## src/rtl/reg19_arb_pkg.sv

```systemverilog
// Shared definitions for the 19-bit register access arbiter: op codes,
// FSM encoding and the op-to-control-line decoder.
package reg19_arb_pkg;

  localparam int DATA_W_DEF = 19;

  localparam logic [1:0] OP_LOAD = 2'b00;
  localparam logic [1:0] OP_INC  = 2'b01;
  localparam logic [1:0] OP_DEC  = 2'b10;
  localparam logic [1:0] OP_CLR  = 2'b11;

  typedef enum logic [1:0] {
    ST_IDLE  = 2'b00,
    ST_ISSUE = 2'b01,
    ST_DONE  = 2'b10
  } state_e;

  typedef struct packed {
    logic clr;
    logic dec;
    logic inc;
    logic load;
  } ctl_t;

  function automatic ctl_t op_decode(input logic [1:0] op);
    ctl_t c;
    c = '0;
    case (op)
      OP_LOAD: c.load = 1'b1;
      OP_INC:  c.inc  = 1'b1;
      OP_DEC:  c.dec  = 1'b1;
      default: c.clr  = 1'b1;
    endcase
    return c;
  endfunction

endpackage

```

## src/rtl/reg19_access_arbiter_rr_pick.sv

```systemverilog
// Combinational round-robin find-first: lowest set request strictly above
// rr_last wins, otherwise wrap to the lowest set request overall.
module rr_pick #(
  parameter int NUM_REQ = 4,
  parameter int IDX_W   = (NUM_REQ > 1) ? $clog2(NUM_REQ) : 1
) (
  input  logic [NUM_REQ-1:0] req,
  input  logic [IDX_W-1:0]   rr_last,
  output logic [NUM_REQ-1:0] win_oh,
  output logic               valid
);

  logic [NUM_REQ-1:0] hi_mask;
  logic [NUM_REQ-1:0] req_hi;

  always_comb begin
    hi_mask = '0;
    for (int i = 0; i < NUM_REQ; i++) hi_mask[i] = (i > int'(rr_last));
  end

  // x & -x isolates the lowest set bit
  always_comb begin
    req_hi = req & hi_mask;
    if (|req_hi) win_oh = req_hi & (~req_hi + NUM_REQ'(1));
    else         win_oh = req & (~req + NUM_REQ'(1));
    valid = |req;
  end

endmodule

```

## src/rtl/reg19_access_arbiter.sv

```systemverilog
// Round-robin arbiter sharing one 19-bit register's LOAD/INC/DEC/CLR port.
// Optional macro ARB_LOCK_EN adds req_lock for bursts of up to MAX_BURST ops.
module reg19_access_arbiter
  import reg19_arb_pkg::*;
#(
  parameter int NUM_REQ   = 4,
  parameter int DATA_W    = DATA_W_DEF,
  parameter int MAX_BURST = 8
) (
  input  logic                      CLK,
  input  logic                      RST,
  input  logic [NUM_REQ-1:0]        req,
  input  logic [2*NUM_REQ-1:0]      req_op,
  input  logic [DATA_W*NUM_REQ-1:0] req_data,
`ifdef ARB_LOCK_EN
  input  logic [NUM_REQ-1:0]        req_lock,
`endif
  output logic [NUM_REQ-1:0]        gnt,
  output logic                      done,
  output logic                      busy,
  output logic                      LOAD,
  output logic                      INC,
  output logic                      DEC,
  output logic                      CLR,
  output logic [DATA_W-1:0]         inpData
);

  localparam int IDX_W   = (NUM_REQ > 1) ? $clog2(NUM_REQ) : 1;
  localparam int BURST_W = $clog2(MAX_BURST) + 1;

  if (NUM_REQ < 2 || NUM_REQ > 8 || MAX_BURST < 1) begin : g_bad_cfg
    $error("reg19_access_arbiter: NUM_REQ must be 2..8 and MAX_BURST >= 1");
  end

  state_e              state_q, state_d;
  logic [NUM_REQ-1:0]  gnt_q, gnt_d;
  logic                done_q, done_d;
  logic                busy_q, busy_d;
  ctl_t                ctl_q, ctl_d;
  logic [DATA_W-1:0]   data_q, data_d;
  logic [IDX_W-1:0]    rr_last_q, rr_last_d;
`ifdef ARB_LOCK_EN
  logic [BURST_W-1:0]  burst_q, burst_d;
`endif

  logic [NUM_REQ-1:0]  win_oh;
  logic                win_vld;
  logic [NUM_REQ-1:0]  sel_oh;
  logic [1:0]          sel_op;
  logic [DATA_W-1:0]   sel_data;
  logic [IDX_W-1:0]    sel_idx;

  rr_pick #(.NUM_REQ(NUM_REQ), .IDX_W(IDX_W)) u_pick (
    .req     (req),
    .rr_last (rr_last_q),
    .win_oh  (win_oh),
    .valid   (win_vld)
  );

  // In IDLE the new winner is selected; in DONE a locked burst re-reads the owner.
  always_comb begin
    sel_oh   = (state_q == ST_IDLE) ? win_oh : gnt_q;
    sel_op   = '0;
    sel_data = '0;
    sel_idx  = '0;
    for (int i = 0; i < NUM_REQ; i++) begin
      if (sel_oh[i]) begin
        sel_op   = req_op[2*i +: 2];
        sel_data = req_data[DATA_W*i +: DATA_W];
        sel_idx  = IDX_W'(i);
      end
    end
  end

  always_comb begin
    state_d   = state_q;
    gnt_d     = gnt_q;
    done_d    = 1'b0;
    ctl_d     = '0;
    data_d    = data_q;
    rr_last_d = rr_last_q;
`ifdef ARB_LOCK_EN
    burst_d   = burst_q;
`endif
    case (state_q)
      ST_IDLE: begin
        if (win_vld) begin
          gnt_d     = win_oh;
          ctl_d     = op_decode(sel_op);
          data_d    = sel_data;
          rr_last_d = sel_idx;
          state_d   = ST_ISSUE;
        end
      end
      ST_ISSUE: begin
        done_d  = 1'b1;
        state_d = ST_DONE;
      end
      ST_DONE: begin
`ifdef ARB_LOCK_EN
        if (|(gnt_q & req & req_lock) && burst_q < BURST_W'(MAX_BURST - 1)) begin
          ctl_d   = op_decode(sel_op);
          data_d  = sel_data;
          burst_d = burst_q + BURST_W'(1);
          state_d = ST_ISSUE;
        end else begin
          gnt_d   = '0;
          burst_d = '0;
          state_d = ST_IDLE;
        end
`else
        gnt_d   = '0;
        state_d = ST_IDLE;
`endif
      end
      default: begin
        gnt_d   = '0;
        state_d = ST_IDLE;
      end
    endcase
    busy_d = (state_d != ST_IDLE);
  end

  always_ff @(posedge CLK or posedge RST) begin
    if (RST) begin
      state_q   <= ST_IDLE;
      gnt_q     <= '0;
      done_q    <= 1'b0;
      busy_q    <= 1'b0;
      ctl_q     <= '0;
      data_q    <= '0;
      rr_last_q <= IDX_W'(NUM_REQ - 1);
`ifdef ARB_LOCK_EN
      burst_q   <= '0;
`endif
    end else begin
      state_q   <= state_d;
      gnt_q     <= gnt_d;
      done_q    <= done_d;
      busy_q    <= busy_d;
      ctl_q     <= ctl_d;
      data_q    <= data_d;
      rr_last_q <= rr_last_d;
`ifdef ARB_LOCK_EN
      burst_q   <= burst_d;
`endif
    end
  end

  assign gnt     = gnt_q;
  assign done    = done_q;
  assign busy    = busy_q;
  assign LOAD    = ctl_q.load;
  assign INC     = ctl_q.inc;
  assign DEC     = ctl_q.dec;
  assign CLR     = ctl_q.clr;
  assign inpData = data_q;

endmodule
```

## config.mk

```make
export PLATFORM = sky130hd
export DESIGN_NAME = reg19_access_arbiter
export DESIGN_NICKNAME = d
export VERILOG_FILES = /design/src/rtl/reg19_arb_pkg.sv /design/src/rtl/reg19_access_arbiter_rr_pick.sv /design/src/rtl/reg19_access_arbiter.sv
export SDC_FILE = /design/constraint.sdc
export NUM_CORES = 1
export LEC_CHECK = 0
export CORE_MARGIN = 10
export CORE_UTILIZATION = 39
export CTS_CLUSTER_DIAMETER = 150
export CTS_CLUSTER_SIZE = 20
export DETAILED_ROUTE_END_ITERATION = 8
export GPL_ROUTABILITY_DRIVEN = 0
export PLACE_DENSITY = 0.88
export SLEW_MARGIN = 20
export SYNTH_ARGS = -nofsm -noshare
export SYNTH_HDL_FRONTEND = slang
export SYNTH_SLANG_ARGS = --single-unit
```

## constraint.sdc

```tcl
create_clock -name CLK -period 4.7 [get_ports CLK]
set_input_delay 0.705 -clock CLK [delete_from_list [all_inputs] [get_ports CLK]]
set_output_delay 0.705 -clock CLK [all_outputs]
set_load 0.005 [all_outputs]
```

* Yosys cells after proc, flatten, opt, wreduce, memory -nomap -nowiden
Cells that the tools add are included.
Storage, ports and cells: output and inout port bits 29, input bits 90, register bits 33, word-level logic and storage cells 57
Cells by class: add/subtract/negate cells 2, magnitude comparators 3, bitwise logic cells 6, muxes and demuxes 24, eq/ne operators 4, reduce and logical (&&, ||, !) cells 8
Operators with widths (count):
- two-way mux 19 bit | 4
- two-way mux 4 bit | 5
- two-way mux 2 bit | 7
- bitwise AND 4 bit | 3
- adder 4 x 1 -> 4 bit (second input constant) | 2
- NOT 4 bit | 2
- case mux 4 bit (2 select lines) | 1
- OR reduction 4 bit | 2
- two-way mux 1 bit | 6
- == test 2 x 1 -> 1 bit (second input constant) | 2
- > comparator 2 bit (first input constant) | 2
- zero test 2 bit | 2
- case mux 2 bit (2 select lines) | 1
- AND reduction 2 bit | 2
- OR reduction 3 bit | 1
- == test 2 bit (second input constant) | 1
- > comparator 1 x 2 -> 1 bit (first input constant) | 1
- inequality test 2 x 1 -> 1 bit (second input constant) | 1
- nonzero test 2 bit | 1
- NOT 1 bit | 1

* Longest topological paths before layout
Gate-level depths: netlist of run 1.
depth after elaboration 16, depth in mapped cells 9, depth with buffers taken out 6

* Cells and area by module
Synthesis of run 1 repeated with hierarchy kept, for this count alone.
Unflattened totals: cell total of the unflattened synthesis 198, area total of the unflattened synthesis 1906.8 um2
By module, submodules not included:
- reg19_access_arbiter | cells an instance 179, seq. area each 803.3 um2, instances 1, area an instance 1795.5 um2
- rr_pick | cells an instance 19, seq. area each 0.0 um2, instances 1, area an instance 111.4 um2

* Worst setup path after synthesis of run 1
OpenSTA, ideal clock, no wires.
path kind input -> register, start input req[3], end register data_q[10], in the netlist inpData[10], path buffers 3, library setup time 130 ps, arrival time 1968 ps, stages 9, slack 2602 ps, data required time 4570 ps, cells stage by stage buf_6 > a21oi_1 > o2111ai_1 > and2_4 > and2_4 > buf_6 > buf_6 > a222oi_1 > a21oi_1
Between the ends: word-level cells in the longest chain between the ends 8, elaborated cells on any way between the ends 16, classes of those cells add/sub: 2; mux: 6; bitwise: 5; reduce/logical: 3
Ends and longest elaborated chain:
- start, declared | line reg19_access_arbiter.sv:12 | input logic [NUM_REQ-1:0] req,
- parallel branches: the longest is 8 deep, another holds adder 4 x 1 -> 4 bit
- end signal, assigned | line reg19_access_arbiter.sv:142 | data_q <= data_d;
- end, declared | line reg19_access_arbiter.sv:40 | logic [DATA_W-1:0] data_q, data_d;
Parallel ways; which one is timed is not known. A chain may end at the register's enable or synchronous reset.

==> metrics list, run 1 <==
- Clock latency on the worst-skew pair, taken at its later pin, is 0.28 ns.
- CTS Hold Buffers Added: 0
- STA classifies the critical path startpoint as a primary input.
- Number of buffers inserted by post-CTS setup repair: 0
* Kind of end point of the critical path: flop
* Core area: between 4000 and 5000 um^2
- Status: finished, final reports clean
- Antenna violations before repair: 0
* Highest clock frequency the design can meet: between 300 and 400 MHz
- Global routing used about 18% of the available tracks across all layers.
- Std cell rows: 24
* Routed via count divided by cell count: roughly 6
- Starting utilization of the core area: approximately two fifths
- Clock sink count: 32
* Antenna cell count: 0
* Clock Pin Slew Worst Setup and Hold Paths: 0.07 ns
- R2R cell count: 6
- CTS buffer count: 5
- For this run, asynchronously set or reset flops after synthesis account for 100%.
* Horizontal extent of the die: approximately 88 um
- At the worst endpoint, the required time is approximately 4.9 ns.
- Vias in the first global route: approximately 2200
* Count of final setup violators: 0
- Post-route DRC: 0
* Maximum number of pins on one net before global-route repair: 33
- Dominant synthesized flop cell: dfrtp_1
* Util after Layout: 70.0%
- Shortest period the worst path allows: roughly 3.1 ns
- Number of distinct library cell variants in the gate-level netlist after synthesis: 43
- For the pin with the worst max-slew slack, the measured transition is approximately 1.1 ns.
- In the finished design, the share of the clock period the worst path needs comes to roughly 65%.
* First-pass GRT wire length: approximately 11 mm
- about 120 I/O pins were placed.
- Detailed-route wire length per cell: just over 20 um
* Sequential fraction of the synthesis area: ~45%
* Fillers: between 300 and 400
- VDD IR max: 0.303 mV
- Minimum setup slack after placement: about 1.4 ns
- The final hold violation count came to 0.
* Register-to-register setup slack: 2.15 ns
* Final worst setup slack: 1.63 ns
- Number of flops mapped to enable cells by yosys: 0
* Initial DRC Count: ~220
* Synth Net Count: around 270
- Hold timing on the final database bottoms out at a slack of around 0.53 ns.
- Total global routing overflow: 0
- Overall via count from detail_route: 2092
- Setup repair after global routing missed its margin: no
- Of all nets on the critical path, the largest fanout is 21.
- Areal power density over the cells: between 600 and 700 nW/um^2
* Share of cells above drive strength 1: 8.75%
- Data arrives at the worst endpoint at around 3.2 ns.
- The worst register-to-register path ends at CLR$_DFF_PP0_.
- For hold timing, the worst endpoint is rr_last_q[0]$_DFFE_PP1P_.
- Compared with the post-synthesis result, the final layout area differs by 71.9%.
- In this run the static leakage power is ~0.0012 uW.
- FF+latch area: between 800 and 900 um^2
- CTS built an H-tree with a depth of 2.
* Hpwl dp: 5.45 mm
- Gates resized during post-CTS repair numbered 0.
- The cell area that synthesis handed to floorplanning was 1790 um^2.
- Clock root buffer: clkbuf_8
* Multi-input gate area: ~900 um^2
- Number of buffers on the longest clock path: 2
* Post-synthesis instance total: between 150 and 200
- Port buffering added 118 buffers.
- The die is about 88 um tall.
- At the end of the flow, the number of nets in the layout was 386.
* Antenna-violating nets left: 0
- Ys Warns: 0
- The die covers 7680 um^2.
- Total of flip-flops plus latches after synthesis: 32
- Total length of routed wires: 7.19 mm
- Each instance of the synthesized netlist takes up on average between 9 and 10 um^2.
- CP Class: in -> reg
- Across the run, the number of max-cap violations was 0.
* TritonCTS clock tree: yes
- Between clock sinks in the finished design, the worst skew comes to approximately 0.0037 ns.
- The startpoint identified for the worst hold timing path is rr_last_q[0]$_DFFE_PP1P_.
- Startpoint of the most critical register-to-register path: rr_last_q[1]$_DFFE_PP1P_
- Setup total negative slack on the finished layout was measured at 0 ns.
- Hold Path Stages: 2
- HP Class: reg -> reg
- Max-Slew Margin vs Limit: between 20 and 30%
* Initial DRT Pass Iterations: 6
* Max-slew violation count: 0
-- cells by family after synthesis --
kind of cell | Yosys count | synth area share, %
and+or+nand+nor | 49 | 15.3
buffers and inverters | 15 | 5.19
DFF | 32 | 45.0
AOI/OAI and AO/OA | 85 | 34.5
-- through the flow --
| stage | instance area [um^2] | std cells | total power [uW] |
|---|---|---|---|
| floorplan | 1790 | 181 | 1160 |
| global placement | 2980 | 341 | 1590 |
| finish | 3070 | 349 | 1850 |
| CTS | 3070 | 349 | 1860 |
| global route | 3070 | 349 | 1980 |
| detailed placement | 2980 | 341 | 1630 |
-- placed cells by master (no fill, tap or decap), types with 3 or more instances in the layout --
| cell | count |
|---|---|
| dfrtp_1 | 30 |
| o21ai_0 | 7 |
| nor3_1 | 3 |
| nand2_1 | 16 |
| nand2b_1 | 3 |
| clkdlybuf4s50_1 | 118 |
| nor2_1 | 6 |
| clkbuf_8 | 6 |
| a21oi_1 | 23 |
| a222oi_1 | 19 |
| o22ai_1 | 20 |
| buf_4 | 4 |
-- flip-flops by register name (all words and copies together) (netlist names) --
name / flops
CLR: 1
rr_last_q: 2
inpData: 19
LOAD: 1
DEC: 1
gnt: 4
busy: 1
INC: 1
done: 1
state_q: 1
-- final cells by class --
class                           instances  share of cell area [%]
Inverter                                1                   0.122
Clock buffer                            8                    2.94
Tap cell                               52                    2.12
Timing Repair Buffer                  122                    39.5
Multi-Input combinational cell        134                    29.2
Sequential cell                        32                    26.2
-- how the worst max path moves through the flow --
stage / startpoint / end / slack, ns / cells after the start
after detailed placement: req[3] / CLR$_DFF_PP0_ / 1.37 / 7
after global placement: req[3] / CLR$_DFF_PP0_ / 1.43 / 7
after floorplan: req[3] / inpData[10]$_DFFE_PP0P_ / 2.60 / 9
after global routing: req[3] / CLR$_DFF_PP0_ / 1.44 / 7
after CTS: req[3] / CLR$_DFF_PP0_ / 1.67 / 7
final: req[3] / CLR$_DFF_PP0_ / 1.63 / 7
-- power breakdown --
part	switching, uW	leakage (uW)	internal (uW)
Sequential	96.9	0.000390	420
Combinational	551	0.000763	563
Clock	100	0.0000455	119
-- cells in the mapped netlist, types with 2 or more instances --
master / instances / area (um^2)
nand3_1: 2 / 10.0
dfstp_2: 2 / 52.6
o21ai_0: 7 / 35.0
buf_6: 4 / 45.0
a222oi_1: 19 / 190
a21oi_1: 23 / 115
nand2b_1: 3 / 18.8
a221oi_2: 2 / 30.0
and3_1: 2 / 12.5
o22ai_1: 20 / 125
and2_4: 2 / 17.5
buf_2: 2 / 10.0
nor2_1: 6 / 22.5
nor3_2: 2 / 20.0
nand2_1: 16 / 60.1
nor3_1: 3 / 15.0
nor2_2: 2 / 12.5
dfrtp_1: 30 / 751
o2111ai_1: 3 / 26.3
nor2b_1: 2 / 12.5
clkbuf_1: 7 / 26.3
-- worst max-delay path, stage by stage --
cell and delay [ns]:
clkdlybuf4s50_1 0.68, a21oi_1 0.12, o2111ai_1 0.32, nand2_1 0.55
a221o_1 0.52, a22oi_2 0.18, o21ba_1 0.16
-- routing by layer --
layer / vias up / GRT usage, % / share of wire, %
met5: - / 0 / 0
met4: 0 / 7.25 / 1.5
met3: 11 / 7.34 / 11
met2: 115 / 31.0 / 51
li1: 963 / - / -
met1: 1003 / 18.9 / 37
Note: power is estimated with default switching activity, not from simulation.
==> inputs of run 2 (changes only) <==
Settings changed: CORE_UTILIZATION 39 to 36, PLACE_DENSITY 0.88 to 0.82.
Clock period 4.7 ns to 3.1 ns, I/O delays scaled along.
==> run 2 against run 1 <==
Sequential power grew 53%. Total power increased by 56%. Register-to-register slack got worse by 1.2 ns. Combinational power up 52%. Via count rose by 0.96%. Sequential cell count unchanged. Sequential share of layout area shrank 0.49 points. Clock power up 82%. Worst setup slack worse by 0.87 ns. Critical path depth stayed put. Critical endpoint is now inpData[12]$_DFFE_PP0P_. Largest cell class unchanged. Highest routed layer unchanged.
==> metrics list, run 2 (synthesized netlist as in run 1, its figures left out) <==
- Status: finished, final reports clean
- Final TNS setup: 0 ns (unchanged)
- The vertical die dimension is 90.4 um (+3.2%).
- Util after Layout: 65.8% (-4.2 points)
* Share of cells above drive strength 1: 10.0% (+1.2 points)
- The total routing usage reported by global routing came to 17.1% (-0.83 points).
- The starting DRC count in detailed routing is 139 (-38%).
* Starting utilization of the core area: 37.6% (-3.2 points)
- The area used by multi-input combinational logic is 896 um^2 (unchanged).
- The global-route wire length before repair is 11.4 mm (+3.7%).
* Overall via count from detail_route: 2112 (+0.96%)
- The required time at the worst-slack endpoint is 3.25 ns (-1.62 ns).
* Arrival time worst endpoint: 2.49 ns (-0.75 ns)
- The row count came to 25 (+4.2%).
- Highest clock frequency the design can meet: approximately 430 MHz
- TritonCTS clock tree: yes
* Startpoint type of the worst setup path: primary input
* Horizontal extent of the die: 90.4 um (+3.2%)
* Largest fanout on the critical path: 20 (-4.8%)
- Clock insertion delay at the later pin of the skew report: 0.28 ns (about the same)
- Final Cell Area: 3130 um^2 (+1.9%)
- The clock tree buffer depth is 2 (unchanged).
- The number of global-route vias before repair came to 2225 (+0.32%).
- HP Class: reg -> reg
- The total setup violations reported at the end of the flow was 0 (unchanged).
- The number of nets with antenna violations after detailed routing came to 0 (unchanged).
- The routed length per placed instance is 19.7 um (-4.2%).
- Max-Cap Viols: 0 (unchanged)
* Number of buffers inserted by post-CTS setup repair: 0 (unchanged)
- Kind of end point of the critical path: flop
- The number of instances in the placed design was 359 (+5.3%).
- Nets: 389 (+0.78%)
- Non-filler instance count after layout: 367 (+5.2%)
- In the layout the commonest cells are clkdlybuf4s50_1, dfrtp_1, a21oi_1, o22ai_1, a222oi_1.
- In the finished design, the share of the clock period the worst path needs comes to about three quarters.
- Core area: 4750 um^2 (+8.4%)
- The remaining max-slew budget at the tightest pin was 57.4% (+28 points).
- The leakage power is 0.00122 uW (+2.1%).
- The total length of routed met3 wires is 808 um (+5.8%).
* Setup repair after global routing missed its margin: no
- The transition time at the pin with the least slew margin was 0.638 ns (-0.422 ns).
- Count of instances resized after the clock tree is built: 0 (unchanged)
- Commonest non-fill, non-tap cell in the layout: clkdlybuf4s50_1
* Highest routed layer: met4
- Top-level I/O count: 119 (unchanged)
* Clock sink count: 32 (unchanged)
- Initial DRT Pass Iterations: 6 (unchanged)
- The worst clock skew is 0.00631 ns (+0.00256 ns).
* Metal2 WL: 3.61 mm (-0.99%)
- Clock Pin Slew Worst Setup and Hold Paths: 0.07 ns (about the same)
* Routed via count divided by cell count: 5.75 (-4.0%)
- Total global routing overflow: 0 (unchanged)
- In this run the clock root is driven by a clkbuf_8.
* Register-to-register setup slack: 0.98 ns (-1.17 ns)
- The power density over the cells came to 921 nW/um^2 (+53%).
- Maximum number of pins on one net before global-route repair: 21 (-36%)
* Antenna violations before repair: 0 (unchanged)
- Signed area change from the synthesized netlist to the final layout: 75.2%
* H-tree depth: 2 (unchanged)
- Fillers: 415 (+22%)
* FF+latch area: 803 um^2 (unchanged)
* Final Hold Violating Endpoints: 0 (unchanged)
- Shortest period the worst path allows: between 2 and 2.5 ns
* CTS Hold Buffers Added: 0 (unchanged)
- The max-slew violation count is 0 (unchanged).
* VDD IR max: 0.456 mV (+50%)
- Post-route DRC: 0 (unchanged)
* Number of flip-flops in the largest register: 19 (unchanged)
- Hpwl dp: 5.64 mm (+3.6%)
* Sum of routed wire segments on met1: 2.74 mm (+2.4%)
- IO buf count: 118 (unchanged)
- Die Area: 8180 um^2 (+6.4%)
- The CTS buffer count came to 5 (unchanged).
- Area of placed instances: 3020 um^2 (+1.4%)
- CP Class: in -> reg
* Total length of routed wires: 7.24 mm (+0.71%)
- The number of inserted diodes came to 0 (unchanged).
-- run 2: cell count changes in the layout (fill, tap and decap cells not counted), sizes merged --
cell    delta
buf        +3
clkbuf     -2
bufinv     +1
clkinv     +1
-- run 2: metrics by stage --
stage | worst slack (ns) | hold slack [ns] | power, uW
after floorplan | 1.24 | 0.484 | 1760
after global placement | 0.499 | 0.496 | 2450
after detailed placement | 0.490 | 0.512 | 2490
after CTS | 0.783 | 0.524 | 2910
after global routing | 0.584 | 0.549 | 3100
final | 0.756 | 0.526 | 2880
-- run 2: routing by layer --
metal / up-vias / global-route usage, %
li1: 974 / -
met3: 6 / 8.15
met5: - / 0
met1: 1010 / 18.0
met4: 0 / 6.10
met2: 122 / 29.1
-- run 2: area by class of cell --
cell class / instances / area share (%)
Timing Repair Buffer: 125 / 39.4
Multi-Input combinational cell: 134 / 28.6
Sequential cell: 32 / 25.7
Tap cell: 67 / 2.68
Clock buffer: 6 / 2.32
Clock inverter: 2 / 1.12
Inverter: 1 / 0.120
-- run 2: worst max-delay path, cell delays in order --
cell	delay [ns]
clkdlybuf4s50_1	0.68
o21ai_0	0.15
a32oi_1	0.30
o21ai_1	0.12
buf_4	0.22
a222oi_1	0.40
a21oi_1	0.15
-- run 2: path summary, 6_finish.rpt --
kind | startpoint | to | cells past startpoint
min reg2reg | rr_last_q[0]$_DFFE_PP1P_ | rr_last_q[0]$_DFFE_PP1P_ | 2
max in group asynchronous | RST | inpData[8]$_DFFE_PP0P_ | 3
min in group asynchronous | RST | inpData[10]$_DFFE_PP0P_ | 2
max reg2reg | done$_DFF_PP0_ | inpData[12]$_DFFE_PP0P_ | 5
min | rr_last_q[0]$_DFFE_PP1P_ | rr_last_q[0]$_DFFE_PP1P_ | 2
max | req[3] | inpData[12]$_DFFE_PP0P_ | 7
-- run 2: power by group --
group          internal, uW  switching [uW]  leakage [uW]
clock network           239             160     0.0000552
logic                   870             824      0.000778
registers               637             152      0.000390
total                  1750            1140       0.00122
